--- src/rtl/rms_bcd_conv.sv ---
// ---------------------------------------------------------------------------
// rms_bcd_conv
// Downstream stage of the RMS block. Captures the binary RMS value on its
// update strobe, optionally scales it to display units (multiply then right
// shift) and converts it to packed BCD with an iterative double-dabble
// sequencer. The result saturates to all nines when it does not fit in
// DIGITS decimal digits, and the overflow flag is raised.
//
// Ports
//   clk            system clock
//   rst            asynchronous active-high reset
//   din_i          binary RMS value (DATA_W bits)
//   din_update_i   one-cycle strobe, din_i valid
//   clr_i          synchronous clear, same effect as reset
//   bcd_o          packed BCD, digit 0 (units) in bits [3:0]
//   ovf_o          value exceeded 10^DIGITS-1, bcd_o saturated
//   dout_update_o  one-cycle strobe, bcd_o/ovf_o updated
//   busy_o         conversion in progress
// ---------------------------------------------------------------------------
module rms_bcd_conv #(
  parameter int DATA_W      = 16,
  parameter int MUL_W       = 8,
  parameter int SCALE_MUL   = 1,
  parameter int SCALE_SHIFT = 0,
  parameter int DIGITS      = 5
) (
  input  logic                  clk,
  input  logic                  rst,
  input  logic [DATA_W-1:0]     din_i,
  input  logic                  din_update_i,
  input  logic                  clr_i,
  output logic [4*DIGITS-1:0]   bcd_o,
  output logic                  ovf_o,
  output logic                  dout_update_o,
  output logic                  busy_o
);

  localparam int VW    = DATA_W + MUL_W;
  localparam int BW    = 4 * DIGITS;
  localparam int SW    = BW + VW;
  localparam int CNT_W = 5;

  localparam logic [MUL_W-1:0] MUL_C    = MUL_W'(SCALE_MUL);
  localparam logic [CNT_W-1:0] CNT_LAST = CNT_W'(VW - 1);
  localparam logic [BW-1:0]    BCD_SAT  = {DIGITS{4'h9}};

  typedef enum logic [1:0] {
    S_IDLE  = 2'd0,
    S_SCALE = 2'd1,
    S_SHIFT = 2'd2,
    S_DONE  = 2'd3
  } state_t;

  // Largest value representable in n decimal digits (10^n - 1).
  function automatic logic [63:0] pow10_m1(input int n);
    logic [63:0] r;
    r = 64'd1;
    for (int i = 0; i < n; i++) begin
      r = r * 64'd10;
    end
    return r - 64'd1;
  endfunction

  localparam logic [63:0] MAX_VAL = pow10_m1(DIGITS);

  // One double-dabble iteration: bias every BCD digit >= 5 by 3, then shift
  // the whole register left so the next binary bit enters the units digit.
  function automatic logic [SW-1:0] dabble_step(input logic [SW-1:0] s);
    logic [SW-1:0] t;
    t = s;
    for (int d = 0; d < DIGITS; d++) begin
      if (t[VW+4*d +: 4] >= 4'd5) begin
        t[VW+4*d +: 4] = t[VW+4*d +: 4] + 4'd3;
      end else begin
        t[VW+4*d +: 4] = t[VW+4*d +: 4];
      end
    end
    return {t[SW-2:0], 1'b0};
  endfunction

  state_t              state_q, state_d;
  logic [DATA_W-1:0]   din_cap_q, din_cap_d;
  logic [DATA_W-1:0]   pend_q, pend_d;
  logic                pend_vld_q, pend_vld_d;
  logic [SW-1:0]       sr_q, sr_d;
  logic [CNT_W-1:0]    cnt_q, cnt_d;
  logic                ovf_flag_q, ovf_flag_d;
  logic [BW-1:0]       bcd_q, bcd_d;
  logic                ovf_q, ovf_d;
  logic                upd_q, upd_d;
  logic                busy_q, busy_d;

  logic [VW-1:0]       p_s;
  logic [VW-1:0]       v_s;
  logic                ovf_s;

  // Scaled value: full-width product, right shift, range check.
  always_comb begin
    p_s   = VW'(din_cap_q) * VW'(MUL_C);
    v_s   = p_s >> SCALE_SHIFT;
    ovf_s = (64'(v_s) > MAX_VAL);
  end

  // Next-state and datapath update for the conversion sequencer.
  always_comb begin
    state_d    = state_q;
    din_cap_d  = din_cap_q;
    pend_d     = pend_q;
    pend_vld_d = pend_vld_q;
    sr_d       = sr_q;
    cnt_d      = cnt_q;
    ovf_flag_d = ovf_flag_q;
    bcd_d      = bcd_q;
    ovf_d      = ovf_q;
    upd_d      = 1'b0;
    busy_d     = busy_q;

    case (state_q)
      S_IDLE: begin
        if (din_update_i) begin
          din_cap_d = din_i;
          state_d   = S_SCALE;
          busy_d    = 1'b1;
        end else begin
          state_d   = S_IDLE;
        end
      end

      S_SCALE: begin
        sr_d       = {{BW{1'b0}}, v_s};
        ovf_flag_d = ovf_s;
        cnt_d      = {CNT_W{1'b0}};
        state_d    = S_SHIFT;
        if (din_update_i) begin
          pend_d     = din_i;
          pend_vld_d = 1'b1;
        end else begin
          pend_vld_d = pend_vld_q;
        end
      end

      S_SHIFT: begin
        sr_d  = dabble_step(sr_q);
        cnt_d = cnt_q + 5'd1;
        if (cnt_q == CNT_LAST) begin
          state_d = S_DONE;
        end else begin
          state_d = S_SHIFT;
        end
        if (din_update_i) begin
          pend_d     = din_i;
          pend_vld_d = 1'b1;
        end else begin
          pend_vld_d = pend_vld_q;
        end
      end

      S_DONE: begin
        bcd_d = ovf_flag_q ? BCD_SAT : sr_q[SW-1:VW];
        ovf_d = ovf_flag_q;
        upd_d = 1'b1;
        // A strobe arriving now is newer than anything in the slot.
        if (din_update_i) begin
          din_cap_d  = din_i;
          pend_vld_d = 1'b0;
          state_d    = S_SCALE;
          busy_d     = 1'b1;
        end else if (pend_vld_q) begin
          din_cap_d  = pend_q;
          pend_vld_d = 1'b0;
          state_d    = S_SCALE;
          busy_d     = 1'b1;
        end else begin
          state_d    = S_IDLE;
          busy_d     = 1'b0;
        end
      end

      default: begin
        state_d = S_IDLE;
        busy_d  = 1'b0;
      end
    endcase

    // Clear wins over everything, dropping any in-flight or pending sample.
    if (clr_i) begin
      state_d    = S_IDLE;
      din_cap_d  = {DATA_W{1'b0}};
      pend_d     = {DATA_W{1'b0}};
      pend_vld_d = 1'b0;
      sr_d       = {SW{1'b0}};
      cnt_d      = {CNT_W{1'b0}};
      ovf_flag_d = 1'b0;
      bcd_d      = {BW{1'b0}};
      ovf_d      = 1'b0;
      upd_d      = 1'b0;
      busy_d     = 1'b0;
    end else begin
      upd_d      = upd_d;
    end
  end

  // State and datapath registers.
  always_ff @(posedge clk or posedge rst) begin
    if (rst) begin
      state_q    <= S_IDLE;
      din_cap_q  <= {DATA_W{1'b0}};
      pend_q     <= {DATA_W{1'b0}};
      pend_vld_q <= 1'b0;
      sr_q       <= {SW{1'b0}};
      cnt_q      <= {CNT_W{1'b0}};
      ovf_flag_q <= 1'b0;
      bcd_q      <= {BW{1'b0}};
      ovf_q      <= 1'b0;
      upd_q      <= 1'b0;
      busy_q     <= 1'b0;
    end else begin
      state_q    <= state_d;
      din_cap_q  <= din_cap_d;
      pend_q     <= pend_d;
      pend_vld_q <= pend_vld_d;
      sr_q       <= sr_d;
      cnt_q      <= cnt_d;
      ovf_flag_q <= ovf_flag_d;
      bcd_q      <= bcd_d;
      ovf_q      <= ovf_d;
      upd_q      <= upd_d;
      busy_q     <= busy_d;
    end
  end

  assign bcd_o         = bcd_q;
  assign ovf_o         = ovf_q;
  assign dout_update_o = upd_q;
  assign busy_o        = busy_q;

endmodule

--- config.mk ---
export PLATFORM = sky130hd
export DESIGN_NAME = rms_bcd_conv
export DESIGN_NICKNAME = d
export VERILOG_FILES = /design/src/rtl/rms_bcd_conv.sv
export SDC_FILE = /design/constraint.sdc
export NUM_CORES = 1
export LEC_CHECK = 0
export ABC_CLOCK_PERIOD_IN_PS = 10350
export CAP_MARGIN = 20
export CORE_UTILIZATION = 40
export CTS_BUF_LIST = sky130_fd_sc_hd__clkbuf_16
export DETAILED_ROUTE_END_ITERATION = 10
export SKIP_LAST_GASP = 1
export SLEW_MARGIN = 0
export SYNTH_ARGS = -nofsm -noshare
export SYNTH_HDL_FRONTEND = slang
export SYNTH_SLANG_ARGS = --single-unit
--- constraint.sdc ---
create_clock -name clk -period 10.35 [get_ports clk]
set_input_delay 3.105 -clock clk [delete_from_list [all_inputs] [get_ports clk]]
set_output_delay 3.105 -clock clk [all_outputs]
set_load 0.01 [all_outputs]
==> out/qor.txt <==
Final HPWL DP: 6010 um
Ordered list of cells on the worst path: buf_2, buf_4, nand2b_1, o31ai_1, a32o_1
Complex-gate fraction of the synthesized area: 0.145
Adder-Cell Fraction of Synth Area: 0.0371
Net Sw Frac: 0.240
Power density over the cells: 156 nW/um^2
Port Buffers: 41
Area fraction in and, or, nand and nor cells after synthesis: 0.117
Number of slew-limit violations in the final report: 0
Period utilization: 0.459
Post-CTS Setup Bufs: 0
Detailed Routing Iterations Pass 1: 4
Hold-fix buffers at CTS: 0
Vias in the first global route: 3368
Worst path top cell family by delay: simple AND/OR/NAND/NOR gates
Clock skew after layout: 0.00866 ns
Global-route total usage across every layer: 0.163
CTS tree: built
Leftover overflow at the end of global routing: 0
Setup crit end kind: register
ANT nets after route: 0
Worst-skew pair later-pin latency: 0.35 ns
Total clock buffers created by CTS: 9
Peak VDD IR: 0.0859 mV
Share of final-layout standard cells stronger than drive strength 1: 0.0739
Number of nets in the finished design: 531
Maximum level of the CTS H-tree: 3
Internal power contribution: 0.697 mW
Number of endpoints with negative hold slack in the final report: 0
CP peak stage delay: 0.78 ns
Reg clk slew, reported paths: 0.07 ns
Number of synthesized flops with an enable pin: 0
Clock Sinks: 106
Core box area: 12200 um^2
Average via count per standard cell: 5.18
Final Total Pwr: 0.917 mW
Die area: 13100 um^2
Initial antenna violation count: 0
Setup-violating endpoint count in the final report: 0
Kind of critical path: input pin to register
Inserted Diodes: 0
Required @ worst endpoint: 10.58 ns
Leading post-synthesis cells by cell area: dfrtp_1 52%, mux2i_1 11%, a21oi_1 4.1%
Internal reg-to-reg setup slack: 8.01 ns
Worst hold-check path type: register to register
Post-synth design cell area: 5060 um^2
Number of synthesized register bits: 106
CP arrival: 4.98 ns
Mean instance size in the synthesized netlist: 10.8 um^2
Boundary Pins: 43
Iteration-0 DRC count of the detailed router: 154
Part of the total power dissipated in sequential elements: 0.476
Proportion of power drawn by combinational gates: 0.100
Slowest stage cell, crit path: nand2b_1
Setup repair after global routing missed its margin: false
Number of maximum-capacitance violations: 0
Number of rows in the core area: 40
Multiplexer share of the synthesized area: 0.115
Placement-stage worst setup slack: 5.13 ns
Largest family of logic cells by synthesized area: compound AO/OA/AOI/OAI gates
Slew @ Worst Pin: 0.884 ns
Proportion of register bits with asynchronous set or reset after synthesis: 1.00
Number of buffers on the longest clock path: 2
Share of the yosys chip area belonging to registers: 0.525
Library cell with the highest instance count after synthesis: dfrtp_1
Ys Warns: 0
Area share of the leading cell type in the synthesized netlist: 0.525
Syn nets: 505
Post-Syn Instances: 470
Wirelength, routed: 9610 um
Largest net degree at the start of global routing: 79
Y dimension of the die: 114 um
Count of different cell masters after synthesis: 38
Area growth from synthesis to layout: 16.3%
Cell type with the largest total area after synthesis: dfrtp_1
Last weighted congestion value of the routability-driven placer: 0.753
CTS Root Cell: clkbuf_16
Kind of start point of the critical path: input pin
Time the worst path needs with I/O delays and setup: 4.75 ns
Fraction of power consumed by the clock network: 0.424
Max-Slew Margin vs Limit: 0.410
First-pass GRT wire length: 16600 um
Setup WS post-layout: 5.60 ns
DR vias: 3466
Min Hold Slack: 0.477 ns
Average wire per standard cell: 14.4 um
Width of the die: 114 um
CTS resizes: 0
Primary FF master, synth: dfrtp_1
Total Neg Setup Slack: 0 ns
Buffers & Inverters on Critical Path: 2
Initial standard-cell utilization of the core: 0.416
Leakage power: 2.77 nW
Sw Pwr: 0.220 mW
Max frequency: 211 MHz
DRC: 0
Top cells by instance count after synthesis: 106 x dfrtp_1, 57 x mux2i_1, 54 x nor2_1
Xor/xnor cell area share of the yosys netlist: 0.0104
Maximum fanout along the worst path: 78
Outcome: finished, final reports clean
-- power by group through the flow --
| stage | clock network [mW] | logic, mW | registers (mW) |
|---|---|---|---|
| 6_report | 0.389 | 0.0914 | 0.436 |
| 5_1_grt | 0.415 | 0.103 | 0.438 |
| 4_1_cts | 0.399 | 0.0938 | 0.436 |
| 3_5_place_dp | 0 | 0.0935 | 0.444 |
| 3_3_place_gp | 0 | 0.0917 | 0.444 |
| 2_1_floorplan | 0 | 0.0725 | 0.442 |
-- metrics by stage --
stage | util | std cells | instance area [um^2]
3_3_place_gp | 0.454 | 652 | 5520
3_5_place_dp | 0.454 | 652 | 5520
6_report | 0.483 | 669 | 5880
5_1_grt | 0.483 | 669 | 5880
4_1_cts | 0.482 | 668 | 5860
2_1_floorplan | - | 470 | 5060
-- sequential cells by signal (all words and copies together) (netlist names) --
register,count
sr_q,44
bcd_o,20
din_cap_q,16
pend_q,16
cnt_q,5
state_q,2
busy_o,1
dout_update_o,1
pend_vld_q,1
-- final timing paths --
path | endpoint | from | cells after the start
max | sr_q[27]$_DFFE_PP0P_ | clr_i | 5
min | din_cap_q[8]$_DFFE_PP0P_ | din_cap_q[8]$_DFFE_PP0P_ | 1
max reg2reg | din_cap_q[7]$_DFFE_PP0P_ | state_q[0]$_DFF_PP0_ | 6
min reg2reg | din_cap_q[8]$_DFFE_PP0P_ | din_cap_q[8]$_DFFE_PP0P_ | 1
max in group asynchronous | din_cap_q[4]$_DFFE_PP0P_ | rst | 3
min in group asynchronous | dout_update_o$_DFF_PP0_ | rst | 2
-- cell families (layout without fill, tap and decap cells) --
family | after synthesis | count (layout)
simple gates | 131 | 131
compound gates | 106 | 106
flops | 106 | 106
mux | 58 | 58
buf+inv | 47 | 78
fa+ha+maj | 15 | 15
xor+xnor | 6 | 6
other cells | 1 | 1
-- cell usage in the layout (no fill, tap or decap), types with 7 or more instances in the layout --
master / synthesis / routed
dfrtp_1: 106 / 106
mux2i_1: 57 / 57
nand2b_1: 7 / 7
nand2_1: 37 / 37
clkdlybuf4s50_1: 0 / 40
clkbuf_16: 0 / 9
a22o_1: 14 / 14
nor3_1: 19 / 19
inv_1: 14 / 14
o21ai_0: 8 / 8
a21o_1: 16 / 16
nor2_1: 54 / 54
a21oi_1: 41 / 41
o22ai_2: 9 / 9
ha_1: 15 / 15
-- final cells by class --
cell class,instances,area [um^2]
Clock inverter,7,119
Inverter,14,55.1
Multi-Input combinational cell,317,2150
Timing Repair Buffer,48,465
Tap cell,168,210
Sequential cell,106,2650
Clock buffer,9,225
Fill cell,1134,6280
-- layer usage --
metal  track usage  vias to the layer above  part of all wire
met4        0.0632                        0             0.019
met2         0.278                       48              0.50
met1         0.201                     1713              0.46
li1              -                     1689                 -
met3        0.0349                       16             0.023
met5             0                        -                 0
(Power assumes the default switching activity.)
